$ cat src/rtl/pc_stack.sv
`default_nettype none
// ============================================================================
//  Module   : pc_stack
//  Purpose  : Parametrised return-address stack for the single-cycle CPU.
//             Ring-buffer storage with a top pointer, occupancy count,
//             full/empty status, sticky overflow/underflow flags, a
//             selectable overflow policy (drop or overwrite-oldest) and a
//             replace-top behaviour for simultaneous push+pop.
//  Revision : 1.0 - initial release
// ============================================================================
module pc_stack #(
   parameter int AW    = 10,
   parameter int DEPTH = 8,
   parameter int WRAP  = 0,
   parameter int CW    = $clog2(DEPTH + 1)
) (
   input  logic          clk,
   input  logic          reset,
   input  logic          push,
   input  logic          pop,
   input  logic [AW-1:0] push_addr,
   input  logic          clr_err,
   output logic [AW-1:0] top,
   output logic [CW-1:0] count,
   output logic          empty,
   output logic          full,
   output logic          overflow,
   output logic          underflow
);

   // Pointer width covers 0..DEPTH-1; DEPTH >= 2 keeps this at least 1 bit.
   localparam int              c_SPW        = $clog2(DEPTH);
   localparam logic [c_SPW-1:0] c_SP_LAST   = c_SPW'(DEPTH - 1);
   localparam logic [CW-1:0]   c_COUNT_FULL = CW'(DEPTH);
   localparam logic            c_WRAP       = (WRAP != 0);

   // Storage and state
   logic [AW-1:0]    r_mem [DEPTH];
   logic [c_SPW-1:0] r_sp;
   logic [CW-1:0]    r_count;
   logic             r_overflow;
   logic             r_underflow;

   // Derived pointers and status
   logic [c_SPW-1:0] w_sp_inc;
   logic [c_SPW-1:0] w_sp_dec;
   logic             w_empty;
   logic             w_full;

   // Next-state decode
   logic             w_wr_en;
   logic [c_SPW-1:0] w_wr_idx;
   logic [c_SPW-1:0] w_sp_nxt;
   logic [CW-1:0]    w_count_nxt;
   logic             w_ovf_evt;
   logic             w_unf_evt;

   // Explicit wrap compares so a non-power-of-two DEPTH wraps at DEPTH-1
   // instead of at the natural binary boundary.
   assign w_sp_inc = (r_sp == c_SP_LAST) ? '0 : r_sp + c_SPW'(1);
   assign w_sp_dec = (r_sp == '0) ? c_SP_LAST : r_sp - c_SPW'(1);

   assign w_empty  = (r_count == '0);
   assign w_full   = (r_count == c_COUNT_FULL);

   // All outputs come from registered state only; the PC mux may use top
   // in the same cycle it issues pop.
   assign top       = w_empty ? '0 : r_mem[r_sp];
   assign count     = r_count;
   assign empty     = w_empty;
   assign full      = w_full;
   assign overflow  = r_overflow;
   assign underflow = r_underflow;

   // Decode push/pop against current occupancy into write, pointer, count and error events
   always_comb begin
      w_wr_en     = 1'b0;
      w_wr_idx    = w_sp_inc;
      w_sp_nxt    = r_sp;
      w_count_nxt = r_count;
      w_ovf_evt   = 1'b0;
      w_unf_evt   = 1'b0;

      case ({push, pop})
         2'b11: begin
            if (w_empty) begin
               // Nothing to replace: behave as a plain push, but the pop
               // side still counts as an underflow.
               w_wr_en     = 1'b1;
               w_wr_idx    = w_sp_inc;
               w_sp_nxt    = w_sp_inc;
               w_count_nxt = CW'(1);
               w_unf_evt   = 1'b1;
            end else begin
               // Return-then-call collapses to overwriting the top entry.
               w_wr_en  = 1'b1;
               w_wr_idx = r_sp;
            end
         end
         2'b10: begin
            if (!w_full) begin
               w_wr_en     = 1'b1;
               w_wr_idx    = w_sp_inc;
               w_sp_nxt    = w_sp_inc;
               w_count_nxt = r_count + CW'(1);
            end else begin
               w_ovf_evt = 1'b1;
               if (c_WRAP) begin
                  // Slot after the top is the oldest entry when full.
                  w_wr_en  = 1'b1;
                  w_wr_idx = w_sp_inc;
                  w_sp_nxt = w_sp_inc;
               end
            end
         end
         2'b01: begin
            if (!w_empty) begin
               w_sp_nxt    = w_sp_dec;
               w_count_nxt = r_count - CW'(1);
            end else begin
               w_unf_evt = 1'b1;
            end
         end
         default: ;
      endcase
   end

   // Pointer, count and sticky error flags; a new error event beats clr_err
   always_ff @(posedge clk) begin
      if (reset) begin
         r_sp        <= '0;
         r_count     <= '0;
         r_overflow  <= 1'b0;
         r_underflow <= 1'b0;
      end else begin
         r_sp        <= w_sp_nxt;
         r_count     <= w_count_nxt;
         r_overflow  <= (r_overflow  & ~clr_err) | w_ovf_evt;
         r_underflow <= (r_underflow & ~clr_err) | w_unf_evt;
      end
   end

   // Entry array is not reset; writes are suppressed while reset is asserted
   always_ff @(posedge clk) begin
      if (w_wr_en && !reset) begin
         r_mem[w_wr_idx] <= push_addr;
      end
   end

endmodule
`default_nettype wire

$ cat config.mk
export PLATFORM = sky130hd
export DESIGN_NAME = pc_stack
export DESIGN_NICKNAME = d
export VERILOG_FILES = /design/src/rtl/pc_stack.sv
export SDC_FILE = /design/constraint.sdc
export NUM_CORES = 1
export LEC_CHECK = 0
export ABC_CLOCK_PERIOD_IN_PS = 2660
export CAP_MARGIN = 40
export CORE_MARGIN = 5
export CORE_UTILIZATION = 30
export DETAILED_ROUTE_END_ITERATION = 16
export GPL_TIMING_DRIVEN = 0
export HOLD_SLACK_MARGIN = 0.15
export PLACE_DENSITY = 0.5
export SYNTH_ARGS = -nofsm -noshare
export SYNTH_HDL_FRONTEND = slang
export SYNTH_SLANG_ARGS = --single-unit
$ cat constraint.sdc
create_clock -name clk -period 2.66 [get_ports clk]
set_clock_uncertainty 0.05 [all_clocks]
set_input_delay 0.399 -clock clk [delete_from_list [all_inputs] [get_ports clk]]
set_output_delay 0.399 -clock clk [all_outputs]
set_load 0.02 [all_outputs]
==> results.txt, run 1 <==
Worst-path clk slew = 60 ps
Reg-to-Reg Start = count[0]
Register area = 2640 um^2
Final setup margin = 120 ps
# IOs = 33
Worst R2R Setup Slack = 200 ps
Total core area = 13,100 um^2
CTS H-tree lvls = 3
Pre-antenna DRT Iters = 4
RD Place Congestion = 0.751
Leakage = 0.00167 uW
Power per Cell Area = 707 nW/um^2
Netlist cell types = 40
Vias = 2,284
Die H = 125 um
Final setup vio count = 0
Post-route design area = 5000 um^2
Tot GR Track Use = 0.117
Post-Syn Instances = 250
Pre-CTS setup slack = -820 ps
Sequential share of the synthesized area = 0.661
Final Hold Viols = 0
F_max = 394 MHz
Setup crit end kind = primary output
Final Max Tran Viols = 0
Largest net degree at the start of global routing = 16
Area Overhead vs Synth = 25.0%
Die width = 125 um
Sequential Power Share = 0.471
Drt via density = 4.74
Starting DRT DRC Count = 165
Worst vdd ir = 0.300 mV
HPWL Detailed = 6040 um
Status = completed
Flops & latches, synth = 92
CP required = 2210 ps
Proportion of layout cells with a drive suffix above 1 = 0.219
Power Total = 3530 uW
Fill cells = 1,278
TritonCTS Buffers = 9
Final ANT Viol Nets = 0
# DRC = 0
DP Area = 4660 um^2
Min-delay worst type = reg -> reg
Max_cap viols = 0
Row Count = 42
RSZ-0062 raised after global routing = false
Number of synthesis warnings = 0
Clock sinks = 92
# hold bufs at CTS = 0
Tightest Pin Transition = 620 ps
Crit path DAT = 2090 ps
Worst setup path end = top[7]
# nets final = 327
R2r endpoint = r_mem[0][7]
Critical-path maximum fanout = 10
Final std cells w/o fill = 482
Initial antenna violation count = 0
Die footprint = 15,700 um^2
Post-synth EDFFs = 80
Switching power = 955 uW
Syn Std Cell Area = 4000 um^2
Asr flop ratio synth = 0
Routed len/inst = 17.9 um
Worst-case reg-to-reg path depth = 4
Clock network power share = 0.329
First-pass GRT wire length = 14,000 um
Switching part of the total = 0.270
CTS tree = done
Worst setup SP type = flop
ANT cells = 0
Slew headroom = 0.587
Number of global-route vias before repair = 2,427
Clk_lat worst skew = 340 ps
Crit path from = count[1]
Top FF cell, synth = edfxtp_1
Post-Syn Nets = 276
Clk buf depth = 2
Syn Area/Cell = 16.0 um^2
Root buffer cell = clkbuf_16
Period utilization = 0.955
IO Port Bufs = 32
Internal = 2580 uW
Inst Count DP = 466
Crit path kind = reg -> out
Initial Util = 0.304
Post-layout min period = 2540 ps
Part of the power in combinational logic = 0.200
Multi-input gate area = 1330 um^2
Total Wirelength = 8620 um
Gr ovfl total = 0
## sequential cells by signal, summed over array words and instances (netlist names), named ones only
register / flops
underflow: 1
r_mem: 80
count: 4
r_sp: 3
overflow: 1
## cells in the mapped netlist (2+ instances only)
cell type,number,share of area
edfxtp_1,80,0.60
mux4_2,20,0.11
nor2_1,17,0.016
mux2i_1,13,0.033
a21oi_1,12,0.015
dfxtp_1,12,0.060
inv_1,12,0.011
ha_1,11,0.034
clkbuf_1,10,0.0094
nand2b_1,7,0.011
nor3_1,7,0.0088
a31oi_1,5,0.0078
nand2_1,5,0.0047
nand3_1,5,0.0063
nor2b_1,4,0.0063
o21ai_0,4,0.0050
o32ai_1,2,0.0044
or3_1,2,0.0031
## how the worst min path moves through the flow
stage | startpoint | to | slack, ps | cells after the start
2_1_floorplan | push_addr[0] | r_mem[0][0] | 450 | 0
3_3_place_gp | underflow | underflow | 420 | 2
6_report | underflow | underflow | 430 | 2
5_1_grt | overflow | overflow | 470 | 2
4_1_cts | underflow | underflow | 440 | 2
3_5_place_dp | underflow | underflow | 420 | 2
## layout make-up
cell class	count	share of cell area
Buffer	10	0.0145
Inverter	12	0.00901
Multi-Input combinational cell	134	0.266
Tap cell	176	0.0441
Timing Repair Buffer	42	0.0839
Clock buffer	10	0.0458
Sequential cell	92	0.529
Clock inverter	6	0.00776
## critical path, stage by stage, from the launching register on
cell and delay [ps]:
dfxtp_1 320, buf_6 140, or4_4 570, inv_2 130, clkbuf_8 190, nor2_1 60
dlygate4sd2_1 320
## routing by layer
layer	up-vias	track usage	part of all wire
li1	1082	-	-
met3	12	0.0320	0.033
met2	38	0.191	0.48
met5	-	0	0
met4	0	0.0459	0.019
met1	1152	0.149	0.46
## metrics by stage
step,hold slack (ps),util,TNS (ps)
6_report,435,0.380,0
5_1_grt,472,0.380,0
4_1_cts,439,0.381,0
3_5_place_dp,425,0.355,-48850
3_3_place_gp,417,0.347,-62860
2_1_floorplan,448,-,-3170
## logic make-up after synthesis
| logic type | count (synthesis) | synth area share |
|---|---|---|
| AO/OA/AOI/OAI | 32 | 0.0560 |
| flip-flops | 92 | 0.661 |
| adder cells (fa/ha/maj) | 11 | 0.0344 |
| XOR/XNOR | 2 | 0.00438 |
| buffers and inverters | 24 | 0.0244 |
| AND/OR/NAND/NOR | 55 | 0.0723 |
| multiplexers | 34 | 0.148 |
## power groups by stage
stage	clock [uW]	combinational [uW]	sequential, uW
after floorplan	0	440	1690
after global placement	0	687	1690
after detailed placement	0	729	1690
after CTS	1190	729	1660
after global routing	1260	775	1670
final	1160	708	1660
## timing repair
| item | in CTS | in global routing |
|---|---|---|
| setup buffers | 3 | 1 |
| cloned | 0 | 0 |
| gates resized for setup | 32 | 6 |
| setup endpoints to repair | 82 | 17 |
| pin swaps | 2 | 1 |
## cells in the final DEF, fill, tap and decap left out, drive strengths merged, types with 2 or more instances in the layout
| cell | instances |
|---|---|
| mux2i | 13 |
| dlygate4sd2 | 11 |
| mux4 | 20 |
| o21ai | 4 |
| clkinv | 5 |
| o32ai | 2 |
| nor3 | 7 |
| nand2b | 7 |
| clkbuf | 16 |
| a31oi | 5 |
| dfxtp | 12 |
| nand2 | 5 |
| inv | 13 |
| nor2b | 4 |
| or4b | 2 |
| nand3 | 5 |
| clkdlybuf4s50 | 20 |
| or3 | 2 |
| ha | 11 |
| edfxtp | 80 |
| buf | 14 |
| a21oi | 12 |
| nor2 | 17 |
(Power assumes the default switching activity.)
==> run 2, diff against run 1 <==
Settings changed: CORE_UTILIZATION 30 to 52, GPL_ROUTABILITY_DRIVEN set to 0, PLACE_DENSITY 0.5 to 0.78.
==> run 2 against run 1 <==
  * Die area fell by 39%
  * Sequential share of layout area rose by 1.8 points
  * Critical path depth rose by 1
  * Maximum frequency fell by 1.9%
  * Wire length fell by 5.7%
  * Clock-buffer cell count fell by 1
  * Final cell count fell by 15%
  * First-iteration DRC count fell by 11%
  * Sequential power barely moved
  * Hold slack got worse by 3.5 ps
  * Critical path type is now in -> reg
==> results.txt, run 2 (synthesis results as in run 1) <==
Status = completed
# IOs = 33 (unchanged)
Initial antenna violation count = 0 (unchanged)
DP Area = 4550 um^2 (-2.5%)
Tot GR Track Use = 0.177 (+0.0596)
Die H = 97.7 um (-22%)
Worst setup SP type = input port
CP required = 2670 ps (+460 ps)
First-pass GRT wire length = 12,900 um (-7.5%)
HPWL Detailed = 5360 um (-11%)
Starting DRT DRC Count = 147 (-11%)
Die width = 97.7 um (-22%)
Clock sinks = 92 (unchanged)
Final Max Tran Viols = 0 (unchanged)
Period utilization = 0.973 (+0.0181)
Root buffer cell = clkbuf_8
Final setup margin = 72.2 ps (-48.2 ps)
Power per Cell Area = 673 nW/um^2 (-4.8%)
ANT cells = 0 (unchanged)
Final Hold Viols = 0 (unchanged)
Clk buf depth = 2 (unchanged)
Crit path DAT = 2600 ps (+510 ps)
Pre-antenna DRT Iters = 4 (unchanged)
Largest register FFs = 80 (unchanged)
Post-layout min period = 2590 ps (+48.2 ps)
Vias = 2,362 (+3.4%)
Min-delay worst type = reg -> reg
Row Count = 32 (-24%)
Clk_lat worst skew = 350 ps (about the same)
Gr ovfl total = 0 (unchanged)
Tightest Pin Transition = 884 ps (+264 ps)
Final setup vio count = 0 (unchanged)
Leakage = 0.00165 uW (-1.4%)
Inst Count DP = 391 (-16%)
Crit path kind = in -> reg
Reg with most FFs = r_mem
Worst vdd ir = 0.368 mV (+23%)
TritonCTS Buffers = 9 (unchanged)
Max_cap viols = 0 (unchanged)
Proportion of layout cells with a drive suffix above 1 = 0.240 (+0.0213)
Hold WS = 431 ps (-3.48 ps)
Post-route design area = 4840 um^2 (-3.2%)
Total Wirelength = 8120 um (-5.7%)
RSZ-0062 raised after global routing = false
Die footprint = 9550 um^2 (-39%)
Commonest non-fill, non-tap cells in the layout = edfxtp_1, mux4_2, clkdlybuf4s50_1, nor2_1
Area Overhead vs Synth = 20.9%
Final ANT Viol Nets = 0 (unchanged)
Critical-path maximum fanout = 8 (-2)
Largest net degree at the start of global routing = 19 (+3)
Worst-path clk slew = 90 ps (+30 ps)
Total core area = 7610 um^2 (-42%)
# hold bufs at CTS = 0 (unchanged)
Number of global-route vias before repair = 2,486 (+2.4%)
Drt via density = 5.76 (+22%)
CTS H-tree lvls = 3 (unchanged)
Initial Util = 0.526 (+0.221)
F_max = 386 MHz (-1.9%)
Final std cells w/o fill = 410 (-15%)
Routed len/inst = 19.8 um (+11%)
IO Port Bufs = 32 (unchanged)
Setup crit end kind = flop
Slew headroom = 0.411 (-0.176)
CTS tree = done
Power Total = 3250 uW (-7.9%)
# DRC = 0 (unchanged)
Pre-CTS setup slack = -780 ps (+40.5 ps)
Most common cell after layout, fill and taps aside = edfxtp_1
# nets final = 329 (+0.61%)
[run 2: changes by cell type in the layout (fill, tap and decap cells not counted), moves of 2 or more]
cell and delta:
buf_4 +3, buf_6 -3, clkbuf_16 -9, clkbuf_8 +9
clkinv_1 -2, nor2b_2 -2
[run 2: cell type report]
class / count / area [um^2]
multi-input combinational: 134 / 1330
buffer: 10 / 68.8
clock buffer: 9 / 124
fill: 538 / 2770
timing repair buffer: 44 / 430
inverter: 12 / 45.0
clock inverter: 7 / 67.6
sequential: 92 / 2650
tap: 102 / 128
[run 2: what timing repair did]
item	CTS	global route
pin swaps	2	1
gates resized for setup	30	11
setup buffers	3	2
endpoints found under the setup margin	78	32
[run 2: worst paths after layout]
kind | cells after the start | from | slack [ps] | endpoint
worst max-delay path | 7 | pop | 70 | r_mem[3][6]
worst min-delay path | 2 | overflow | 430 | overflow
worst max register to register | 5 | count[0] | 120 | r_mem[4][5]
worst min register to register | 2 | overflow | 430 | overflow
[run 2: per-layer routing]
metal / wire (um) / global-route usage
met1: 3500 / 0.229
met2: 4070 / 0.296
met3: 392 / 0.0373
met4: 160 / 0.0650
met5: 0 / 0
[run 2: worst max-delay path, stage by stage]
cell and delay [ps]:
clkdlybuf4s50_1 550, ha_2 290, o41ai_4 120, mux2i_2 210, nor3_1 430, nor2b_1 340, buf_4 250
[run 2: stage by stage]
| step | setup TNS, ps | utilization |
|---|---|---|
| after global routing | 0 | 0.636 |
| after floorplan | -3170 | - |
| after global placement | -55440 | 0.588 |
| final | 0 | 0.636 |
| after detailed placement | -40190 | 0.598 |
| after CTS | 0 | 0.632 |
[run 2: power by group]
group / leakage, uW / total (uW) / internal, uW / switching [uW]
Clock: 0.0000989 / 878 / 362 / 516
Sequential: 0.000821 / 1660 / 1630 / 36.7
Combinational: 0.000731 / 712 / 322 / 390
==> run 3, diff against run 2 <==
Settings changed: CORE_MARGIN 5 to not set, SETUP_SLACK_MARGIN set to 0.05.
==> run 3 against run 2 <==
  * Sequential share of layout area decreased by 0.46 points
  * Final cell count decreased by 0.49%
  * First-iteration DRC count increased by 7.5%
  * Power increased by 4.0%
  * Global-route usage increased by 2.4 points
  * Clock-buffer cell count increased by 1
  * Utilization increased by 2.9 points
  * Non-clock buffer count increased by 1
  * Register-to-register slack improved by 120 ps
  * Critical path type is now reg -> out
  * Critical endpoint is now top[6]
==> results.txt, run 3 (synthesis results as in run 1) <==
Final ANT Viol Nets = 0 (unchanged)
Final setup margin = 115 ps (+42.4 ps)
RSZ-0062 raised after global routing = false
Commonest non-fill, non-tap cells in the layout = edfxtp_1, mux4_2, clkdlybuf4s50_1, nor2_1, mux2i_1
Met2 Use GR = 0.314 (+0.0178)
CTS H-tree lvls = 3 (unchanged)
Power Total = 3380 uW (+4.0%)
Met3 global-route usage = 0.0313 (-0.00603)
HPWL Detailed = 5090 um (-5.0%)
Root buffer cell = clkbuf_8
# IOs = 33 (unchanged)
Die width = 89.7 um (-8.2%)
Die footprint = 8050 um^2 (-16%)
IO Port Bufs = 32 (unchanged)
Status = completed
Fill cells = 506 (-5.9%)
Critical-path maximum fanout = 10 (+2)
Clock sinks = 92 (unchanged)
Worst R2R Setup Slack = 240 ps (+120 ps)
Proportion of layout cells with a drive suffix above 1 = 0.243 (+0.00246)
Vias = 2,366 (+0.17%)
Pre-CTS setup slack = -698 ps (+82.2 ps)
Tot GR Track Use = 0.201 (+0.0238)
Initial antenna violation count = 0 (unchanged)
Drt via density = 5.80 (+0.66%)
Starting DRT DRC Count = 158 (+7.5%)
Slew headroom = 0.619 (+0.208)
Clk buf depth = 2 (unchanged)
Initial Util = 0.546 (+0.0198)
Final Max Tran Viols = 0 (unchanged)
Power per Cell Area = 694 nW/um^2 (+3.2%)
Crit path kind = reg -> out
Largest net degree at the start of global routing = 16 (-3)
Setup crit end kind = primary output
CTS tree = done
TritonCTS Buffers = 9 (unchanged)
GRT Max-Usage Layer = met2
Leakage = 0.00165 uW (-0.18%)
Crit path DAT = 2100 ps (-500 ps)
Post-layout min period = 2550 ps (-42.4 ps)
Tightest Pin Transition = 569 ps (-315 ps)
CP required = 2210 ps (-460 ps)
Final Hold Viols = 0 (unchanged)
Clk_lat worst skew = 350 ps (about the same)
Final std cells w/o fill = 408 (-0.49%)
Met1 usage = 0.267 (+0.0385)
F_max = 393 MHz (+1.7%)
Largest register FFs = 80 (unchanged)
Min-delay worst type = reg -> reg
Fin util = 0.665 (+0.0293)
Period utilization = 0.957 (-0.0159)
Max_cap viols = 0 (unchanged)
Gr ovfl total = 0 (unchanged)
Worst-path clk slew = 80 ps (about the same)
Total core area = 7330 um^2 (-3.6%)
# DRC = 0 (unchanged)
Worst setup SP type = flop
# nets final = 330 (+0.30%)
Die H = 89.7 um (-8.2%)
Total Wirelength = 7560 um (-7.0%)
Inst Count DP = 389 (-0.51%)
ANT cells = 0 (unchanged)
Most common cell after layout, fill and taps aside = edfxtp_1
Reg with most FFs = r_mem
First-pass GRT wire length = 12,100 um (-6.6%)
Routed len/inst = 18.5 um (-6.5%)
Worst vdd ir = 0.326 mV (-11%)
Number of global-route vias before repair = 2,354 (-5.3%)
Area Overhead vs Synth = 21.9%
Hold WS = 430 ps (-1.05 ps)
# hold bufs at CTS = 0 (unchanged)
Row Count = 31 (-3.1%)
Final setup vio count = 0 (unchanged)
Pre-antenna DRT Iters = 4 (unchanged)
## run 3: worst paths after layout
path	startpoint	end	depth (start not counted)
worst max-delay path	count[1]	top[6]	6
worst min-delay path	underflow	underflow	2
worst max register to register	count[0]	r_mem[4][4]	5
worst min register to register	underflow	underflow	2
## run 3: routing by layer
layer  up-vias  part of all wire
li1       1082                 -
met1      1193              0.43
met2        75              0.49
met3        16             0.046
met4         0             0.030
met5         -                 0
## run 3: cell type report
class                      instances  area, um^2  area share
tap                               99         124      0.0254
timing repair buffer              44         424      0.0870
clock buffer                      10         128      0.0262
inverter                          12        45.0     0.00924
sequential                        92        2640       0.542
multi-input combinational        134        1350       0.276
buffer                            11        77.6      0.0159
clock inverter                     6        88.8      0.0182
## run 3: critical path, cell delays in order (launching register included)
cell and delay [ps]:
dfxtp_1 320, buf_6 140, or4_4 570, inv_2 130, clkbuf_8 200, nor2_1 60, dlygate4sd2_1 310
## run 3: stage by stage
stage / TNS [ps] / area [um^2]
floorplan: -3170 / 4020
global placement: -51970 / 4470
detailed placement: -40530 / 4540
CTS: 0 / 4810
global route: 0 / 4880
finish: 0 / 4880
## run 3: what timing repair did
item,in CTS,in global routing
gates cloned,0,0
setup buffers,1,3
hold endpoints to repair,0,0
endpoints found under the setup margin,84,49
pin swaps,1,1
resized for setup,34,14
## run 3: power by group
part	total, uW	internal, uW	switching, uW	leakage (uW)
combinational	719	331	388	0.000725
clock	1000	529	475	0.000102
sequential	1660	1630	33.9	0.000820
